==> config.mk <==
export PLATFORM = sky130hd
export DESIGN_NAME = fifo_rr_wr_arbiter_flat
export DESIGN_NICKNAME = d
export VERILOG_FILES = /design/src/rtl/fifo_rr_wr_arbiter_if.sv /design/src/rtl/fifo_rr_wr_arbiter.sv /design/src/flat_wrapper.sv
export SDC_FILE = /design/constraint.sdc
export NUM_CORES = 1
export LEC_CHECK = 0
export CAP_MARGIN = 20
export CORE_MARGIN = 2
export CORE_UTILIZATION = 41
export CTS_CLUSTER_SIZE = 14
export DETAILED_ROUTE_END_ITERATION = 8
export PLACE_DENSITY = 0.87
export RECOVER_POWER = 50
export SLEW_MARGIN = 40
export SYNTH_ARGS = -nofsm -noshare
export SYNTH_HDL_FRONTEND = slang
export SYNTH_SLANG_ARGS = --single-unit
==> constraint.sdc <==
create_clock -name clk -period 2.82 [get_ports clk]
set_input_delay 0.564 -clock clk [delete_from_list [all_inputs] [get_ports clk]]
set_output_delay 0.564 -clock clk [all_outputs]
set_load 0.01 [all_outputs]
==> src/rtl/fifo_rr_wr_arbiter_if.sv <==
// Requester-side handshake bundle: per-requester valid/last/data in, one-hot ready out.
interface fifo_rr_wr_arbiter_if #(
  parameter int unsigned NREQ  = 4,
  parameter int unsigned WIDTH = 8
);
  logic [NREQ-1:0]       req_valid;
  logic [NREQ-1:0]       req_last;
  logic [NREQ*WIDTH-1:0] req_data;
  logic [NREQ-1:0]       req_ready;

  // Requester sources drive beats and observe ready
  modport master (
    output req_valid, req_last, req_data,
    input  req_ready
  );

  // Arbiter observes beats and drives ready
  modport slave (
    input  req_valid, req_last, req_data,
    output req_ready
  );
endinterface

==> src/rtl/fifo_rr_wr_arbiter.sv <==
// Round-robin, packet-locking write arbiter in front of a synchronous FIFO.
// Tracks FIFO occupancy from issued writes and observed reads; never overfills.
module fifo_rr_wr_arbiter #(
  parameter int unsigned WIDTH    = 8,
  parameter int unsigned DEPTH    = 8,
  parameter int unsigned NREQ     = 4,
  parameter int unsigned AF_THRES = 6
) (
  input  logic                     clk,
  input  logic                     rst,
  fifo_rr_wr_arbiter_if.slave      req,
  output logic [WIDTH-1:0]         fifo_din,
  output logic                     fifo_wr_en,
  input  logic                     fifo_rd_en,
  output logic [$clog2(DEPTH):0]   level,
  output logic                     almost_full,
  output logic                     full,
  output logic                     busy
);

  localparam int unsigned CW = $clog2(DEPTH) + 1;
  localparam int unsigned PW = $clog2(NREQ);

  typedef enum logic {IDLE, LOCKED} state_e;

  state_e            state_q, state_d;
  logic [PW-1:0]     rr_ptr_q, rr_ptr_d;
  logic [PW-1:0]     owner_q, owner_d;
  logic [CW-1:0]     count_q, count_d;
  logic [CW-1:0]     level_q, level_d;
  logic              wr_en_q, wr_en_d;
  logic [WIDTH-1:0]  din_q, din_d;
  logic              af_q, af_d;
  logic              full_q, full_d;

  logic [PW-1:0]     grant_c;
  logic              grant_vld_c;
  logic [PW-1:0]     sel_c;
  logic [WIDTH-1:0]  din_sel_c;
  logic              space_c;
  logic              rd_cnt_c;
  logic              accept_c;
  logic [NREQ-1:0]   ready_c;

  // Cyclic first-valid search from rr_ptr+1, selected source and its data
  always_comb begin
    int unsigned idx;
    idx         = 0;
    grant_c     = '0;
    grant_vld_c = 1'b0;
    for (int unsigned k = 1; k <= NREQ; k++) begin
      idx = (32'(rr_ptr_q) + k) % NREQ;
      if (!grant_vld_c && req.req_valid[PW'(idx)]) begin
        grant_c     = PW'(idx);
        grant_vld_c = 1'b1;
      end
    end
    sel_c     = (state_q == IDLE) ? grant_c : owner_q;
    din_sel_c = '0;
    for (int unsigned i = 0; i < NREQ; i++) begin
      if (sel_c == PW'(i)) din_sel_c = req.req_data[i*WIDTH +: WIDTH];
    end
  end

  // Next-state, ready generation and occupancy bookkeeping
  always_comb begin
    state_d  = state_q;
    rr_ptr_d = rr_ptr_q;
    owner_d  = owner_q;
    ready_c  = '0;
    space_c  = (count_q < CW'(DEPTH));
    rd_cnt_c = fifo_rd_en && (level_q != '0);

    case (state_q)
      IDLE:    if (grant_vld_c && space_c) ready_c[grant_c] = 1'b1;
      LOCKED:  if (space_c && req.req_valid[owner_q]) ready_c[owner_q] = 1'b1;
      default: ready_c = '0;
    endcase

    // Keep ready low while reset is held so every output reads zero immediately
    if (!rst) ready_c = '0;

    accept_c = |(ready_c & req.req_valid);

    if (accept_c) begin
      if (state_q == IDLE) begin
        rr_ptr_d = grant_c;
        owner_d  = grant_c;
      end
      state_d = req.req_last[sel_c] ? IDLE : LOCKED;
    end

    wr_en_d = accept_c;
    din_d   = accept_c ? din_sel_c : din_q;
    count_d = count_q + CW'(accept_c) - CW'(rd_cnt_c);
    level_d = count_d - CW'(wr_en_d);
    af_d    = (level_d >= CW'(AF_THRES));
    full_d  = (level_d == CW'(DEPTH));
  end

  // State and output registers
  always_ff @(posedge clk or negedge rst) begin
    if (!rst) begin
      state_q  <= IDLE;
      rr_ptr_q <= PW'(NREQ - 1);
      owner_q  <= '0;
      count_q  <= '0;
      level_q  <= '0;
      wr_en_q  <= 1'b0;
      din_q    <= '0;
      af_q     <= 1'b0;
      full_q   <= 1'b0;
    end else begin
      state_q  <= state_d;
      rr_ptr_q <= rr_ptr_d;
      owner_q  <= owner_d;
      count_q  <= count_d;
      level_q  <= level_d;
      wr_en_q  <= wr_en_d;
      din_q    <= din_d;
      af_q     <= af_d;
      full_q   <= full_d;
    end
  end

  assign req.req_ready = ready_c;
  assign fifo_din      = din_q;
  assign fifo_wr_en    = wr_en_q;
  assign level         = level_q;
  assign almost_full   = af_q;
  assign full          = full_q;
  assign busy          = (state_q == LOCKED);

endmodule

==> src/flat_wrapper.sv <==
// flat-port wrapper written by rule: the top's interface ports become plain ports
module fifo_rr_wr_arbiter_flat 
#(
  parameter int unsigned WIDTH    = 8,
  parameter int unsigned DEPTH    = 8,
  parameter int unsigned NREQ     = 4,
  parameter int unsigned AF_THRES = 6
)
  (clk, rst, fifo_din, fifo_wr_en, fifo_rd_en, level, almost_full, full, busy, req_req_valid, req_req_last, req_req_data, req_req_ready);
  fifo_rr_wr_arbiter_if #(.NREQ(NREQ), .WIDTH(WIDTH)) req_i ();
  input  logic clk;
  input  logic rst;
  output logic [WIDTH-1:0] fifo_din;
  output logic fifo_wr_en;
  input  logic fifo_rd_en;
  output logic [$clog2(DEPTH):0] level;
  output logic almost_full;
  output logic full;
  output logic busy;
  input wire logic [$bits(req_i.req_valid)-1:0] req_req_valid;
  input wire logic [$bits(req_i.req_last)-1:0] req_req_last;
  input wire logic [$bits(req_i.req_data)-1:0] req_req_data;
  output wire logic [$bits(req_i.req_ready)-1:0] req_req_ready;
  assign req_i.req_valid = req_req_valid;
  assign req_i.req_last = req_req_last;
  assign req_i.req_data = req_req_data;
  assign req_req_ready = req_i.req_ready;
  fifo_rr_wr_arbiter #(.WIDTH(WIDTH), .DEPTH(DEPTH), .NREQ(NREQ), .AF_THRES(AF_THRES)) u_core (.clk(clk), .rst(rst), .req(req_i), .fifo_din(fifo_din), .fifo_wr_en(fifo_wr_en), .fifo_rd_en(fifo_rd_en), .level(level), .almost_full(almost_full), .full(full), .busy(busy));
endmodule
==> results of run 1 <==
==> report_power, final <==
group          leakage, uW  switching (uW)  internal, uW
Sequential        0.000288             118           533
Clock            0.0000288             107           125
Combinational     0.000897            1060          1070
==> metrics by stage <==
stage / cell area (um^2) / hold WS, ns / setup TNS (ns)
final: 2810 / 0.494 / 0
after global routing: 2810 / 0.517 / -0.0156
after CTS: 2800 / 0.506 / 0
after detailed placement: 2750 / 0.485 / -2.64
after global placement: 2750 / 0.479 / -2.26
after floorplan: 1880 / 0.268 / -0.0323
==> worst register-to-register path, stage by stage, from the launching register on <==
cell and delay (ns):
dfrtp_1 0.39, o41a_1 0.44, ha_1 0.29, inv_1 0.12, ha_4 0.16, fa_2 0.46
nor2b_4 0.14, nand2_1 0.08, mux2_2 0.28, o22a_1 0.17
==> layout by cell type (no fill, tap or decap), drive strengths merged, types with 2 or more instances in the layout <==
master | netlist | layout
o22ai | 8 | 8
dlygate4sd2 | 0 | 7
nand2b | 5 | 5
dfrtp | 22 | 22
a21oi | 24 | 24
o22a | 2 | 2
clkdlybuf4s50 | 0 | 47
nor4 | 2 | 2
xnor2 | 5 | 5
inv | 10 | 10
mux2i | 3 | 3
clkbuf | 4 | 6
dfstp | 2 | 2
a21o | 11 | 11
nand2 | 40 | 40
ha | 5 | 5
a311o | 7 | 7
a211oi | 9 | 9
nor2b | 10 | 10
buf | 9 | 32
a31oi | 10 | 10
dlygate4sd3 | 0 | 7
o21ai | 9 | 9
nor2 | 8 | 8
==> cells by family after synthesis <==
group,count (synthesis),share of synthesized area [%]
muxes,5,3.46
DFF,24,32.7
adders and majority gates,6,4.47
AOI/OAI and AO/OA,88,33.8
and+or+nand+nor,67,17.4
xor gates and xnor gates,5,2.37
buffers and inverters,23,5.76
==> cell usage after synthesis <==
cell      instances  area, um^2
o31ai_4           1        21.3
inv_2             1        3.75
a221oi_2          1        15.0
a22o_1            1        8.76
buf_6             1        11.3
xnor2_1           5        43.8
a31oi_1           9        56.3
nor2_1            7        26.3
o21ai_0           2        10.0
nand2_2           1        6.26
buf_2             4        20.0
nand2_1          39         146
nor2_2            1        6.26
o22a_1            2        17.5
mux4_2            1        22.5
clkbuf_1          4        15.0
buf_4             2        15.0
nor4_2            2        25.0
a41oi_1           1        8.76
o221a_2           1        11.3
dfstp_2           2        52.6
a21o_1           11        82.6
a311o_1           7        70.1
a31oi_4           1        21.3
mux2_2            1        11.3
a311oi_1          1        8.76
o22ai_1           8        50.1
o41a_1            1        11.3
nor4b_1           1        8.76
buf_1             2        7.51
fa_1              1        20.0
mux2i_1           3        30.0
o221ai_1          1        8.76
nand2b_1          5        31.3
ha_1              5        62.6
a21oi_1          24         120
nor2b_1          10        62.6
dfrtp_1          22         551
o21ai_1           7        35.0
a211oi_1          9        67.6
inv_1             9        33.8
and2_4            1        8.76
==> flip-flops by register name (all words and copies together) (netlist names) <==
name and flops:
u_core.almost_full 1, u_core.busy 1, u_core.fifo_wr_en 1, u_core.fifo_din 8
u_core.full 1, u_core.count_q 4, u_core.level 4, u_core.rr_ptr_q 2
u_core.owner_q 2
==> timing repair <==
item                                    4_1_cts  5_1_grt
pin swaps                                     3        3
cloned                                        0        0
endpoints found under the setup margin        7        2
gates resized for setup                       9        3
buffers inserted                              1        0
==> area by class of cell <==
cell class	instances	area [um^2]
fillers	359	1540
multi-input cells	171	1190
repair buffers	96	860
flip-flops and latches	24	603
well taps	52	65.1
clock buffers	4	55.1
inverters	10	37.5
==> metal layers <==
metal  vias to the layer above  share of wire, %  track usage [%]
li1                        982                 -                -
met1                       945                42             31.6
met2                        87                48             36.3
met3                        10               8.3             6.13
met4                         0               1.3             7.34
met5                         -                 0                0
==> final timing paths <==
| path | start | end | cells past startpoint |
|---|---|---|---|
| min in group asynchronous | rst | u_core.owner_q[1] | 2 |
| worst min-delay path | u_core.fifo_din[3] | u_core.fifo_din[3] | 2 |
| max in group asynchronous | rst | u_core.fifo_wr_en | 2 |
| worst max register to register | u_core.level[3] | u_core.almost_full | 9 |
| worst max-delay path | req_req_valid[3] | u_core.almost_full | 13 |
| worst min register to register | u_core.fifo_din[3] | u_core.fifo_din[3] | 2 |
==> results.sh, run 1 <==
export IMPL_status="completed"
export IMPL_drive_gt1_share_pct=19.0
export IMPL_drv_cap=0
export IMPL_initialDrtViolationCount=221
export IMPL_clockRootBuffer="clkbuf_8"
export IMPL_antenna_left=0
export IMPL_drv_slew=0
export IMPL_grt_pass1_vias=1981
export IMPL_syn_inst=218
export IMPL_yosysUniqueCellTypes=42
export IMPL_hold_buffers=0
export IMPL_h_tree_depth=1
export IMPL_power_density_nw_per_um2=1070
export IMPL_numPortBuffers=62
export IMPL_crit_slowest_cell="fa_2"
export IMPL_finalCritPeriodShare_pct=95.8
export IMPL_required_ns=2.98
export IMPL_arrival_ns=2.86
export IMPL_vias_per_cell=5.67
export IMPL_max_stage_delay_ns=0.38
export IMPL_grt_max_degree=20
export IMPL_grt_antenna_before_repair=0
export IMPL_power_leakage_uw=0.00121
export IMPL_cp_max_fo=4
export IMPL_worst_pin_slew_ns=0.927
export IMPL_clock_sinks=24
export IMPL_syn_mean_instance_area_um2=8.47
export IMPL_drc=0
export IMPL_cts_buffers=3
export IMPL_worstSetupStartpointType="primary input"
export IMPL_dpl_worst_slack_ns=-0.420
export IMPL_final_cell_count_no_fill=357
export IMPL_drtPass1Iterations=4
export IMPL_diodes=0
export IMPL_ys_seq_area_share_pct=32.7
export IMPL_max_freq_mhz=370
export IMPL_wl_per_cell_um=15.9
export IMPL_rrSetupSlack_ns=0.20
export IMPL_die_area_um2=5050
export IMPL_grtUsageTotal_pct=23.2
export IMPL_crit_type="in2reg"
export IMPL_pin_count=63
export IMPL_hpwl_um=4270
export IMPL_rows=24
export IMPL_cts_tree="yes"
export IMPL_min_path_type="reg2reg"
export IMPL_vias=2024
export IMPL_slew_headroom_pct=38.2
export IMPL_cp_top_family="adder cells"
export IMPL_clk_latency_ns=0.27
export IMPL_hold_viol_final=0
export IMPL_nNetsFinal=355
export IMPL_clkSlewWorstSetupHoldPaths_ns=0.08
export IMPL_vdd_drop_max_v=0.00105
export IMPL_start_util_pct=42.4
export IMPL_dp_cells=352
export IMPL_place_congestion=0.847
export IMPL_postLayoutCoreUtil_pct=64.5
export IMPL_syn_num_nets=267
export IMPL_finalCriticalPeriod_ns=2.70
export IMPL_routed_wl_um=5660
export IMPL_die_w_um=71.1
export IMPL_power_uw=3010
export IMPL_ys_warn_count=0
export IMPL_ys_seq_elements=24
export IMPL_worstPathCellList="dlygate4sd2_1, buf_4, nor2_4, a21o_1, nor2_2, o31ai_4, inv_2, ha_4, fa_2, xnor2_4, nand2_1, mux2_2, o22a_1"
export IMPL_setup_ws_ns=0.119
export IMPL_crit_buf_inv=3
export IMPL_fin_skew_ns=0.00402
export IMPL_cts_buffer_depth=2
export IMPL_coreArea_um2=4350
export IMPL_syn2layout_area_growth_pct=52.3
export IMPL_grt_pass1_wl_um=9430
export IMPL_synthesis_area_um2=1850
export IMPL_gr_total_overflow=0
export IMPL_chipHeight_um=71.1
export IMPL_cp_end_kind="flop"
export IMPL_setup_violations=0
Power figures use the tool's default switching activity.
==> run 2, diff against run 1 <==
--- a/config.mk
+++ b/config.mk
@@ -6,13 +6,11 @@
 export NUM_CORES = 1
 export LEC_CHECK = 0
 export CAP_MARGIN = 20
-export CORE_MARGIN = 2
 export CORE_UTILIZATION = 41
 export CTS_CLUSTER_SIZE = 14
 export DETAILED_ROUTE_END_ITERATION = 8
 export PLACE_DENSITY = 0.87
 export RECOVER_POWER = 50
-export SLEW_MARGIN = 40
 export SYNTH_ARGS = -nofsm -noshare
 export SYNTH_HDL_FRONTEND = slang
 export SYNTH_SLANG_ARGS = --single-unit
==> run 2 against run 1 <==
Critical path depth down 1. Total power up 0.72%. Global-route usage up 1.1 points. Sequential power about the same. Hold slack better by 0.0046 ns. Count of clock-buffer cells in the layout unchanged. First-iteration DRC count down 16%.
==> results.sh, run 2 (synthesized netlist as in run 1, its figures left out) <==
export IMPL_worst_pin_slew_ns=0.891
export IMPL_final_common_cell="clkdlybuf4s50_1"
export IMPL_power_leakage_uw=0.00124
export IMPL_cts_buffers=3
export IMPL_start_util_pct=42.4
export IMPL_slew_headroom_pct=40.6
export IMPL_finalCriticalPeriod_ns=2.67
export IMPL_grt_max_degree=20
export IMPL_coreArea_um2=4350
export IMPL_max_freq_mhz=375
export IMPL_cp_end_kind="flop"
export IMPL_clkSlewWorstSetupHoldPaths_ns=0.09
export IMPL_die_w_um=69.1
export IMPL_max_stage_delay_ns=0.36
export IMPL_cp_top_family="compound AO/OA/AOI/OAI gates"
export IMPL_fin_area_um2=2850
export IMPL_pin_count=63
export IMPL_clockRootBuffer="clkbuf_8"
export IMPL_setup_violations=0
export IMPL_largest_register_ff_count=8
export IMPL_switching_share_pct=42.9
export IMPL_drive_gt1_share_pct=21.4
export IMPL_wl_per_cell_um=16.0
export IMPL_diodes=0
export IMPL_min_path_type="reg2reg"
export IMPL_numPortBuffers=62
export IMPL_crit_buf_inv=2
export IMPL_power_uw=3030
export IMPL_cp_max_fo=3
export IMPL_gr_total_overflow=0
export IMPL_syn2layout_area_growth_pct=54.3
export IMPL_place_congestion=0.840
export IMPL_whs_path_depth=2
export IMPL_cp_depth=12
export IMPL_final_cell_count_no_fill=360
export IMPL_p_clk_share_pct=8.0
export IMPL_fin_skew_ns=0.00535
export IMPL_crit_type="in2reg"
export IMPL_power_density_nw_per_um2=1060
export IMPL_hpwl_um=4230
export IMPL_grt_antenna_before_repair=0
export IMPL_worstSetupStartpointType="primary input"
export IMPL_h_tree_depth=1
export IMPL_grtUsageTotal_pct=24.3
export IMPL_cts_tree="yes"
export IMPL_reg2reg_depth=9
export IMPL_clk_latency_ns=0.27
export IMPL_grt_pass1_wl_um=9420
export IMPL_dp_cells=353
export IMPL_initialDrtViolationCount=185
export IMPL_finalCritPeriodShare_pct=94.6
export IMPL_netSwitchingPower_uw=1300
export IMPL_rows=24
export IMPL_drv_slew=0
export IMPL_chipHeight_um=69.1
export IMPL_drc=0
export IMPL_placed_cell_area_um2=2750
export IMPL_drtPass1Iterations=4
export IMPL_clock_sinks=24
export IMPL_status="completed"
export IMPL_hold_viol_final=0
export IMPL_die_area_um2=4770
export IMPL_internal_power_uw=1730
export IMPL_power_frac_seq_pct=21.6
export IMPL_arrival_ns=2.83
export IMPL_setup_ws_ns=0.151
export IMPL_vias_per_cell=5.73
export IMPL_rsz0062_at_grt="false"
export IMPL_fillers=368
export IMPL_fin_hold_ws_ns=0.499
export IMPL_drv_cap=0
export IMPL_vdd_drop_max_v=0.00111
export IMPL_required_ns=2.99
export IMPL_crit_slowest_cell="fa_2"
export IMPL_p_comb_share_pct=70.4
export IMPL_hold_buffers=0
export IMPL_vias=2063
export IMPL_antenna_left=0
export IMPL_cts_buffer_depth=2
export IMPL_nNetsFinal=358
export IMPL_routed_wl_um=5750
export IMPL_grt_pass1_vias=1968
export IMPL_worstPathCellList="dlygate4sd2_1, nor2_4, a21o_1, nor2_2, o31ai_4, inv_2, ha_4, fa_2, xnor2_2, nand2_1, mux2_2, o22a_1"
export IMPL_dpl_worst_slack_ns=-0.378
export IMPL_mostFrequentLayoutCells="clkdlybuf4s50_1 (48), nand2_1 (39), buf_4 (33)"
[run 2: worst paths after layout]
check                                      to  slack [ns]               start
max                        u_core.almost_full        0.15    req_req_valid[2]
min                        u_core.fifo_din[5]        0.50  u_core.fifo_din[5]
max reg2reg                u_core.almost_full        0.27     u_core.level[3]
min reg2reg                u_core.fifo_din[5]        0.50  u_core.fifo_din[5]
max in group asynchronous   u_core.count_q[2]        1.15                 rst
min in group asynchronous   u_core.count_q[0]        0.88                 rst
[run 2: cell type report]
cell class / instances / area, um^2 / share of cell area [%]
well taps: 52 / 65.1 / 2.28
multi-input cells: 171 / 1210 / 42.4
repair buffers: 99 / 881 / 30.9
inverters: 10 / 37.5 / 1.32
clock buffers: 4 / 55.1 / 1.93
flip-flops and latches: 24 / 603 / 21.2
[run 2: power by group through the flow]
| stage | Sequential (uW) | Combinational (uW) | Clock [uW] |
|---|---|---|---|
| global placement | 650 | 2020 | 0 |
| finish | 654 | 2130 | 243 |
| global route | 675 | 2320 | 258 |
| CTS | 656 | 2090 | 246 |
| floorplan | 679 | 1220 | 0 |
| detailed placement | 654 | 2060 | 0 |
[run 2: per-stage QoR]
step	util [%]	TNS, ns
after floorplan	-	-0.0323
after CTS	64.8	-0.00906
after detailed placement	63.2	-2.71
after global routing	65.4	0
after global placement	63.2	-2.22
final	65.4	0
[run 2: layer usage]
metal / global-route usage, % / routed length (um) / part of all wire [%]
met1: 32.7 / 2340 / 41
met2: 40.6 / 2780 / 48
met3: 3.95 / 554 / 9.6
met4: 6.35 / 74 / 1.3
met5: 0 / 0 / 0
[run 2: tightest hold or removal path: stages, from the launching register on]
cell,delay (ns)
dfrtp_1,0.35
nand2_1,0.05
o21ai_1,0.06
[run 2: timing repair]
action                     4_1_cts  5_1_grt
resized for setup               12        6
pin swaps                        1        5
setup endpoints to repair        7        7
buffers inserted                 0        3
